## src/rtl/mem_copy_engine_if.sv

```systemverilog
// rtl/mem_copy_engine_if.sv - single-port 256x16 data RAM bus between copy engine and RAM
interface mem_copy_engine_if;
  logic [7:0]  mem_addr;
  logic        mem_we;
  logic [15:0] mem_wdata;
  logic [15:0] mem_rdata;

  modport master (
    output mem_addr,
    output mem_we,
    output mem_wdata,
    input  mem_rdata
  );

  modport slave (
    input  mem_addr,
    input  mem_we,
    input  mem_wdata,
    output mem_rdata
  );
endinterface

```

## src/rtl/mem_copy_engine.sv

```systemverilog
// rtl/mem_copy_engine.sv - word-by-word RAM block copy with wrapping 16-bit checksum
module mem_copy_engine (
  input  logic                      clk,
  input  logic                      rst,
  input  logic                      start,
  input  logic [7:0]                src_addr,
  input  logic [7:0]                dst_addr,
  input  logic [8:0]                len,
  output logic                      busy,
  output logic                      done,
  output logic [15:0]               checksum,
  mem_copy_engine_if.master         mem
);

  typedef enum logic [1:0] {
    IDLE  = 2'd0,
    READ  = 2'd1,
    WRITE = 2'd2,
    DONE  = 2'd3
  } state_t;

  state_t      state;
  logic [7:0]  src_ptr;
  logic [7:0]  dst_ptr;
  logic [8:0]  count;
  logic [15:0] data_reg;
  logic [7:0]  addr_q;
  logic        we_q;
  logic [8:0]  len_clamped;

  assign len_clamped   = (len > 9'd256) ? 9'd256 : len;

  // RAM port driven only from registers, so mem_rdata never loops back into mem_addr.
  assign mem.mem_addr  = addr_q;
  assign mem.mem_we    = we_q;
  assign mem.mem_wdata = data_reg;

  always_ff @(posedge clk) begin
    if (rst) begin
      state    <= IDLE;
      src_ptr  <= 8'h00;
      dst_ptr  <= 8'h00;
      count    <= 9'd0;
      data_reg <= 16'h0000;
      checksum <= 16'h0000;
      addr_q   <= 8'h00;
      we_q     <= 1'b0;
      busy     <= 1'b0;
      done     <= 1'b0;
    end else begin
      case (state)
        IDLE: begin
          if (start) begin
            src_ptr  <= src_addr;
            dst_ptr  <= dst_addr;
            count    <= len_clamped;
            checksum <= 16'h0000;
            busy     <= 1'b1;
            if (len_clamped != 9'd0) begin
              state  <= READ;
              addr_q <= src_addr;
            end else begin
              state  <= DONE;
              done   <= 1'b1;
              addr_q <= 8'h00;
            end
          end
        end

        READ: begin
          data_reg <= mem.mem_rdata;
          checksum <= checksum + mem.mem_rdata;
          src_ptr  <= src_ptr + 8'd1;
          state    <= WRITE;
          addr_q   <= dst_ptr;
          we_q     <= 1'b1;
        end

        WRITE: begin
          dst_ptr <= dst_ptr + 8'd1;
          count   <= count - 9'd1;
          we_q    <= 1'b0;
          // src_ptr already advanced during READ, so it names the next word.
          if (count != 9'd1) begin
            state  <= READ;
            addr_q <= src_ptr;
          end else begin
            state  <= DONE;
            done   <= 1'b1;
            addr_q <= 8'h00;
          end
        end

        DONE: begin
          state  <= IDLE;
          busy   <= 1'b0;
          done   <= 1'b0;
          addr_q <= 8'h00;
          we_q   <= 1'b0;
        end

        default: begin
          state  <= IDLE;
          busy   <= 1'b0;
          done   <= 1'b0;
          addr_q <= 8'h00;
          we_q   <= 1'b0;
        end
      endcase
    end
  end

endmodule
```

## src/flat_wrapper.sv

```systemverilog
// flat-port wrapper written by rule: the top's interface ports become plain ports
module mem_copy_engine_flat 
  (clk, rst, start, src_addr, dst_addr, len, busy, done, checksum, mem_mem_addr, mem_mem_we, mem_mem_wdata, mem_mem_rdata);
  mem_copy_engine_if mem_i ();
  input  logic clk;
  input  logic rst;
  input  logic start;
  input  logic [7:0] src_addr;
  input  logic [7:0] dst_addr;
  input  logic [8:0] len;
  output logic busy;
  output logic done;
  output logic [15:0] checksum;
  output wire logic [$bits(mem_i.mem_addr)-1:0] mem_mem_addr;
  output wire logic [$bits(mem_i.mem_we)-1:0] mem_mem_we;
  output wire logic [$bits(mem_i.mem_wdata)-1:0] mem_mem_wdata;
  input wire logic [$bits(mem_i.mem_rdata)-1:0] mem_mem_rdata;
  assign mem_mem_addr = mem_i.mem_addr;
  assign mem_mem_we = mem_i.mem_we;
  assign mem_mem_wdata = mem_i.mem_wdata;
  assign mem_i.mem_rdata = mem_mem_rdata;
  mem_copy_engine u_core (.clk(clk), .rst(rst), .start(start), .src_addr(src_addr), .dst_addr(dst_addr), .len(len), .busy(busy), .done(done), .checksum(checksum), .mem(mem_i));
endmodule
```

## config.mk

```make
export PLATFORM = sky130hd
export DESIGN_NAME = mem_copy_engine_flat
export DESIGN_NICKNAME = d
export VERILOG_FILES = /design/src/rtl/mem_copy_engine_if.sv /design/src/rtl/mem_copy_engine.sv /design/src/flat_wrapper.sv
export SDC_FILE = /design/constraint.sdc
export NUM_CORES = 1
export LEC_CHECK = 0
export CAP_MARGIN = 40
export CORE_MARGIN = 10
export CORE_UTILIZATION = 45
export CTS_BUF_LIST = sky130_fd_sc_hd__clkbuf_8
export DETAILED_ROUTE_END_ITERATION = 8
export PLACE_DENSITY = 0.82
export SETUP_SLACK_MARGIN = 0.15
export SYNTH_ARGS = -nofsm -noshare
export SYNTH_HDL_FRONTEND = slang
export SYNTH_SLANG_ARGS = --single-unit
```

## constraint.sdc

```tcl
create_clock -name clk -period 2.5 [get_ports clk]
set_input_delay 0.25 -clock clk [delete_from_list [all_inputs] [get_ports clk]]
set_output_delay 0.25 -clock clk [all_outputs]
set_load 0.02 [all_outputs]
```

Word level (Yosys, flattened, before mapping). Index checks and enable logic that the tools add are counted.

Add/sub/neg operators: 4. Order comparisons: 1. Equal/unequal tests: 7. Multiplexer cells: 24. Reduce and logical (&&, ||, !) cells: 12.

Operators by type and width (count): two-way mux 8 bit (5); one-hot mux 16 bit (2 select lines) (1); one-hot mux 8 bit (2 select lines) (2); one-hot mux 8 bit (4 select lines) (1); two-way mux 9 bit (2); one-hot mux 9 bit (2 select lines) (1); adder 16 bit (1); adder 8 x 1 -> 8 bit (second input constant) (2); two-way mux 16 bit (1); > comparator 9 bit (second input constant) (1); inequality test 9 x 1 -> 1 bit (second input constant) (1); nonzero test 9 bit (1); subtractor 9 x 1 -> 9 bit (second input constant) (1); one-hot mux 2 bit (4 select lines) (1); nonzero test 2 bit (4); two-way mux 2 bit (3); inequality test 2 bit (second input constant) (3); AND reduction 2 bit (3); == test 2 bit (second input constant) (2); two-way mux 1 bit (4); one-hot mux 1 bit (2 select lines) (2); AND reduction 4 bit (1); one-hot mux 1 bit (3 select lines) (1); nonzero test 3 bit (1); other kinds (3) (3).

Bits in registers: 70. Bits of input ports: 44. Word-level logic and storage cells: 58.

Logic depth before layout (Yosys ltp).
Depth in word-level cells: 6. Mapped depth: 8. Gate-level depth less buffers: 8.

Worst setup path after synthesis. Ideal clock, no wire load.

Path kind: flip-flop to flip-flop. Start: register u_core.checksum[0]. End: register u_core.checksum[14]. Setup time: 117 ps. Data arrival time: 2031 ps. Data required time: 2383 ps. Slack: 353 ps. Cell stages (with the launch flop): 9. Period minus slack after synthesis: 2147 ps. Cell sequence: dfxtp_1 > ha_1 > fa_1 > a211oi_2 > o211a_1 > o31ai_4 > a41oi_2 > xnor2_1 > a22o_1.

Word-level cells in the longest chain between the ends: 2.

Ends and longest elaborated chain: start: declaration (RTL line mem_copy_engine.sv:11) `output logic [15:0] checksum,`; start signal: assignment (RTL line mem_copy_engine.sv:72) `checksum <= checksum + mem.mem_rdata;`; adder 16 bit (RTL line mem_copy_engine.sv:72); one-hot mux 16 bit (2 select lines) (RTL line mem_copy_engine.sv:51) `case (state)`.

No other way between the ends. A chain may end at the register's enable or synchronous reset.

Final worst setup path.
Start: input mem_mem_rdata[0]. End: register u_core.checksum[14].

Word-level cells in the longest chain between the ends: 2.

Ends and longest elaborated chain: start: declaration (RTL line flat_wrapper.sv:17) `input wire logic [$bits(mem_i.mem_rdata)-1:0] mem_mem_rdata;`; adder 16 bit (RTL line mem_copy_engine.sv:72); one-hot mux 16 bit (2 select lines) (RTL line mem_copy_engine.sv:51).

No other way between the ends.

==> results by stage <==
Layout:
- From synthesis to final layout, the design area changed by 30.3%.
- The antenna diode instance count is 0.
- The fraction of final layout cells with drive strength greater than 1 is 8.84%.
- Once layout is complete, the utilization of the core stands at 61.0%.
- The layout filler cell count is 743.
- The final cell area excluding filler cells is 5060 sq um.
- The final instance count without filler cells is 682.
- The final layout contains 636 nets.

Synthesis:
- Ranked by total cell area, the synthesized netlist is headed by sky130_fd_sc_hd__dfxtp_1, sky130_fd_sc_hd__nand2_1, sky130_fd_sc_hd__a21oi_1.
- The net count after synthesis is 551.
- For this run, asynchronously set or reset flops after synthesis account for 0%.
- The mean instance size in the synthesized netlist is 7.98 sq um.
- After technology mapping, the gate count stands at 487.
- The synthesis warning total is 0.
- The number of enable flip-flop cells after synthesis is 0.
- After synthesis the cells add up to 3890 sq um.
- The largest area contributor in the netlist is sky130_fd_sc_hd__dfxtp_1.
- The synthesized design contains 70 register bits.
- For this run, the leading register cell type out of synthesis is sky130_fd_sc_hd__dfxtp_1.
- Summed over its instances, the top area cell type makes up 36.0% of the synthesized netlist area.
- The share of the Yosys chip area taken by registers is 36.0%.
- The number of distinct library cell variants in the gate-level netlist after synthesis is 62.

Detailed routing:
- For this run, design rule violations remaining after detail routing come to 0.
- For this block, the initial DRC count from the detailed router was 349.
- The count of vias placed by the detailed router is 3984.
- For this block, the routed nets add up to 11.6 mm of wire.
- After detailed routing, the average wire length per cell comes to 17.0 microns.
- Using the TritonRoute via totals, the vias-per-cell ratio works out to 5.84.
- Once detail routing completed, the nets flagged for antenna violations numbered 0.
- The number of iterations in the first detailed-routing pass is 5.

STA:
- The sum of negative setup slack is 0 ns.
- The smallest clock period supported by the final layout is computed as 2.25 ns.
- On the final layout, the worst clock skew is 0.0101 ns.
- The final hold violation count is 0.
- The final-layout worst hold slack is 0.370 ns.
- In this run the tightest slew margin relative to its limit is 61.7%.
- The number of pins exceeding their max-slew limit in the final report is 0.
- The highest achievable clock rate is 0.445 GHz.
- Setup violations remaining at the end of the flow were counted as 0.
- The setup slack of the critical path after layout is 0.254 ns.
- Dividing the final minimum period by the clock period gives 89.8%.
- At the pin with the least slew margin, the transition time is 0.570 ns.
- Setup repair after global routing left no endpoint under its margin.

Worst setup path:
- The startpoint of the worst register-to-register path is u_core.checksum[0]$_SDFFE_PP0P_.
- The biggest fanout along the worst timing path is 3.
- The number of cells on the worst reg-to-reg path is 8.
- The critical path start-end classification is in2reg.
- The arrival time at the worst endpoint is 2.48 ns.
- Across all register-to-register paths, the minimum setup slack is 0.30 ns.
- The endpoint kind of the worst setup timing path is a flip-flop.
- The endpoint required time on the critical path is 2.74 ns.
- The endpoint of the lowest-slack register-to-register path is u_core.checksum[14]$_SDFFE_PP0P_.
- The type of element launching the critical path is an input pin.

Pwr:
- Summed over all cells, the static leakage comes to 1.96 nW.
- The final total power is 3.09 mW.
- The maximum vdd drop is 269 uV.
- The power per cell area is 611 nW/um^2.

Global route:
- The global routing usage summed across all routing layers is 17.2%.
- The number of antenna violations at the first check in global routing was 0.
- The pin count of the biggest net entering global routing is 40.
- Global routing finished with a remaining overflow of 0.
- The number of global-route vias before repair is 3915.
- The wire length of the first global-routing pass is 18.9 mm.

Clock tree:
- In this run the clock root is driven by a sky130_fd_sc_hd__clkbuf_8.
- Clock-pin slew was measured on the worst setup and hold paths at 0.08 ns.
- The maximum root-to-sink buffer count is 2.
- For this design, the CTS-stage hold fixing added 0 buffers.
- At the later pin of the worst-skew pair, clock insertion delay measures 0.34 ns.
- The clock tree from TritonCTS is done.
- The clock sink count is 70.
- The clock tree synthesis step divided the H-tree into 3 levels.
- The number of clock buffers added by TritonCTS is 9.
- Buffers added to address setup during post-CTS repair amount to 0.

Placement:
- During placement, the flow inserted port buffers numbering 86.
- The count of placed standard cells including taps is 666.
- OpenSTA, run right after detailed placement, puts the worst setup slack at -0.159 ns.
- At the end of routability-driven placement, the weighted congestion stood at 0.922.
- The cell area after placement is 4870 sq um.
- The HPWL after detailed placement is 8.78 mm.

Worst hold path:
- For hold timing, the worst endpoint is u_core.checksum[6]$_SDFFE_PP0P_.
- The number of cells on the worst hold path is 2.
- In this run the worst hold path is classified as in2reg.
- The startpoint identified for the worst hold timing path is rst.

Floorplan:
- After floorplanning, the core was divided into 33 placement rows.
- The starting utilization of the core area is 46.8%.
- The count of boundary I/O pins is 87.
- The area inside the core boundary is 8300 sq um.
- Measured along the y axis, the die boundary spans 113 microns.
- The overall die area is 12800 sq um.
- The overall die width is 113 microns.

Run status:
- The flow ran to the end, and the final reports show no timing, DRC or antenna violations.

Flow run:
- The number of max-cap violations is 0.
## how the worst max path moves through the flow
stage                                                from                               end  slack [ns]  depth (start not counted)
after floorplan           u_core.checksum[0]$_SDFFE_PP0P_  u_core.checksum[14]$_SDFFE_PP0P_        0.35                          8
after detailed placement                 mem_mem_rdata[0]  u_core.checksum[14]$_SDFFE_PP0P_       -0.16                          9
after global routing                     mem_mem_rdata[0]  u_core.checksum[14]$_SDFFE_PP0P_        0.18                          9
after global placement                   mem_mem_rdata[0]  u_core.checksum[14]$_SDFFE_PP0P_       -0.04                          9
final                                    mem_mem_rdata[0]  u_core.checksum[14]$_SDFFE_PP0P_        0.25                          9
after CTS                                mem_mem_rdata[0]  u_core.checksum[14]$_SDFFE_PP0P_        0.20                          9
## per-layer routing
| metal | global-route usage [%] | share of wire [%] | vias to the layer above |
|---|---|---|---|
| met5 | 0 | 0 | - |
| met4 | 6.18 | 2.0 | 0 |
| met3 | 3.59 | 5.4 | 25 |
| met2 | 29.4 | 50 | 122 |
| met1 | 20.7 | 42 | 1901 |
| li1 | - | - | 1936 |
## critical path: stages
cell and delay [ns]:
sky130_fd_sc_hd__clkdlybuf4s50_1 0.43, sky130_fd_sc_hd__ha_1 0.25, sky130_fd_sc_hd__fa_2 0.38, sky130_fd_sc_hd__a211oi_2 0.30, sky130_fd_sc_hd__o211a_1 0.25, sky130_fd_sc_hd__o31ai_4 0.11, sky130_fd_sc_hd__a41oi_2 0.24, sky130_fd_sc_hd__xnor2_1 0.09
sky130_fd_sc_hd__a22o_1 0.18
## cell usage in the layout, fill, tap and decap left out, drive strengths merged, types with 6 or more instances in the layout
| cell type | count |
|---|---|
| a22oi | 6 |
| nand3 | 11 |
| nand2 | 72 |
| clkdlybuf4s50 | 85 |
| buf | 16 |
| a21oi | 50 |
| a221oi | 14 |
| xnor2 | 7 |
| nor3 | 11 |
| o21ai | 25 |
| a211oi | 11 |
| clkbuf | 12 |
| a31oi | 9 |
| a22o | 7 |
| ha | 19 |
| inv | 17 |
| dfxtp | 70 |
| xor2 | 6 |
| nor2 | 56 |
## layout make-up
class	count	area, sq um	share of cell area (%)
Clock buffer	12	165	3.26
Clock inverter	4	21.3	0.420
Inverter	16	60.1	1.19
Multi-Input combinational cell	374	2320	45.7
Sequential cell	70	1400	27.7
Tap cell	105	131	2.59
Timing Repair Buffer	101	968	19.1
## synth_stat cells, types with 5 or more instances
| master | n |
|---|---|
| sky130_fd_sc_hd__nand2_1 | 72 |
| sky130_fd_sc_hd__dfxtp_1 | 70 |
| sky130_fd_sc_hd__nor2_1 | 54 |
| sky130_fd_sc_hd__a21oi_1 | 49 |
| sky130_fd_sc_hd__o21ai_0 | 23 |
| sky130_fd_sc_hd__ha_1 | 19 |
| sky130_fd_sc_hd__inv_1 | 16 |
| sky130_fd_sc_hd__a221oi_1 | 13 |
| sky130_fd_sc_hd__clkbuf_1 | 13 |
| sky130_fd_sc_hd__buf_2 | 11 |
| sky130_fd_sc_hd__nand3_1 | 11 |
| sky130_fd_sc_hd__nor3_1 | 11 |
| sky130_fd_sc_hd__a211oi_1 | 10 |
| sky130_fd_sc_hd__a31oi_1 | 8 |
| sky130_fd_sc_hd__a22o_1 | 7 |
| sky130_fd_sc_hd__xnor2_1 | 7 |
| sky130_fd_sc_hd__a22oi_1 | 6 |
| sky130_fd_sc_hd__xor2_1 | 6 |
| sky130_fd_sc_hd__nand4_1 | 5 |
## kinds of logic (layout without fill, tap and decap cells)
family                     Yosys count  in the layout  share of synthesized area [%]
xor gates and xnor gates            13             13                           2.93
adders and majority gates           20             20                           6.63
DFF                                 70             70                           36.0
AOI/OAI and AO/OA                  159            159                           28.4
buffers and inverters               43            133                           4.51
and+or+nand+nor                    182            182                           21.5
## sequential cells by signal, summed over array words and instances, names as in the netlist
name,cells
u_core.mem.mem_we,1
u_core.src_ptr,8
u_core.busy,1
u_core.mem.mem_wdata,16
u_core.state,2
u_core.mem.mem_addr,8
u_core.count,9
u_core.checksum,16
u_core.dst_ptr,8
u_core.done,1
## report_power, final
group / switching, mW / internal, mW
Sequential: 0.0933 / 1.22
Clock: 0.426 / 0.435
Combinational: 0.511 / 0.411
## timing repair
| item | in CTS | in global routing |
|---|---|---|
| setup endpoints to repair | 0 | 1 |
| endpoints found under the hold margin | 0 | 0 |
| gates resized for setup | 0 | 1 |
(Power assumes the default switching activity.)
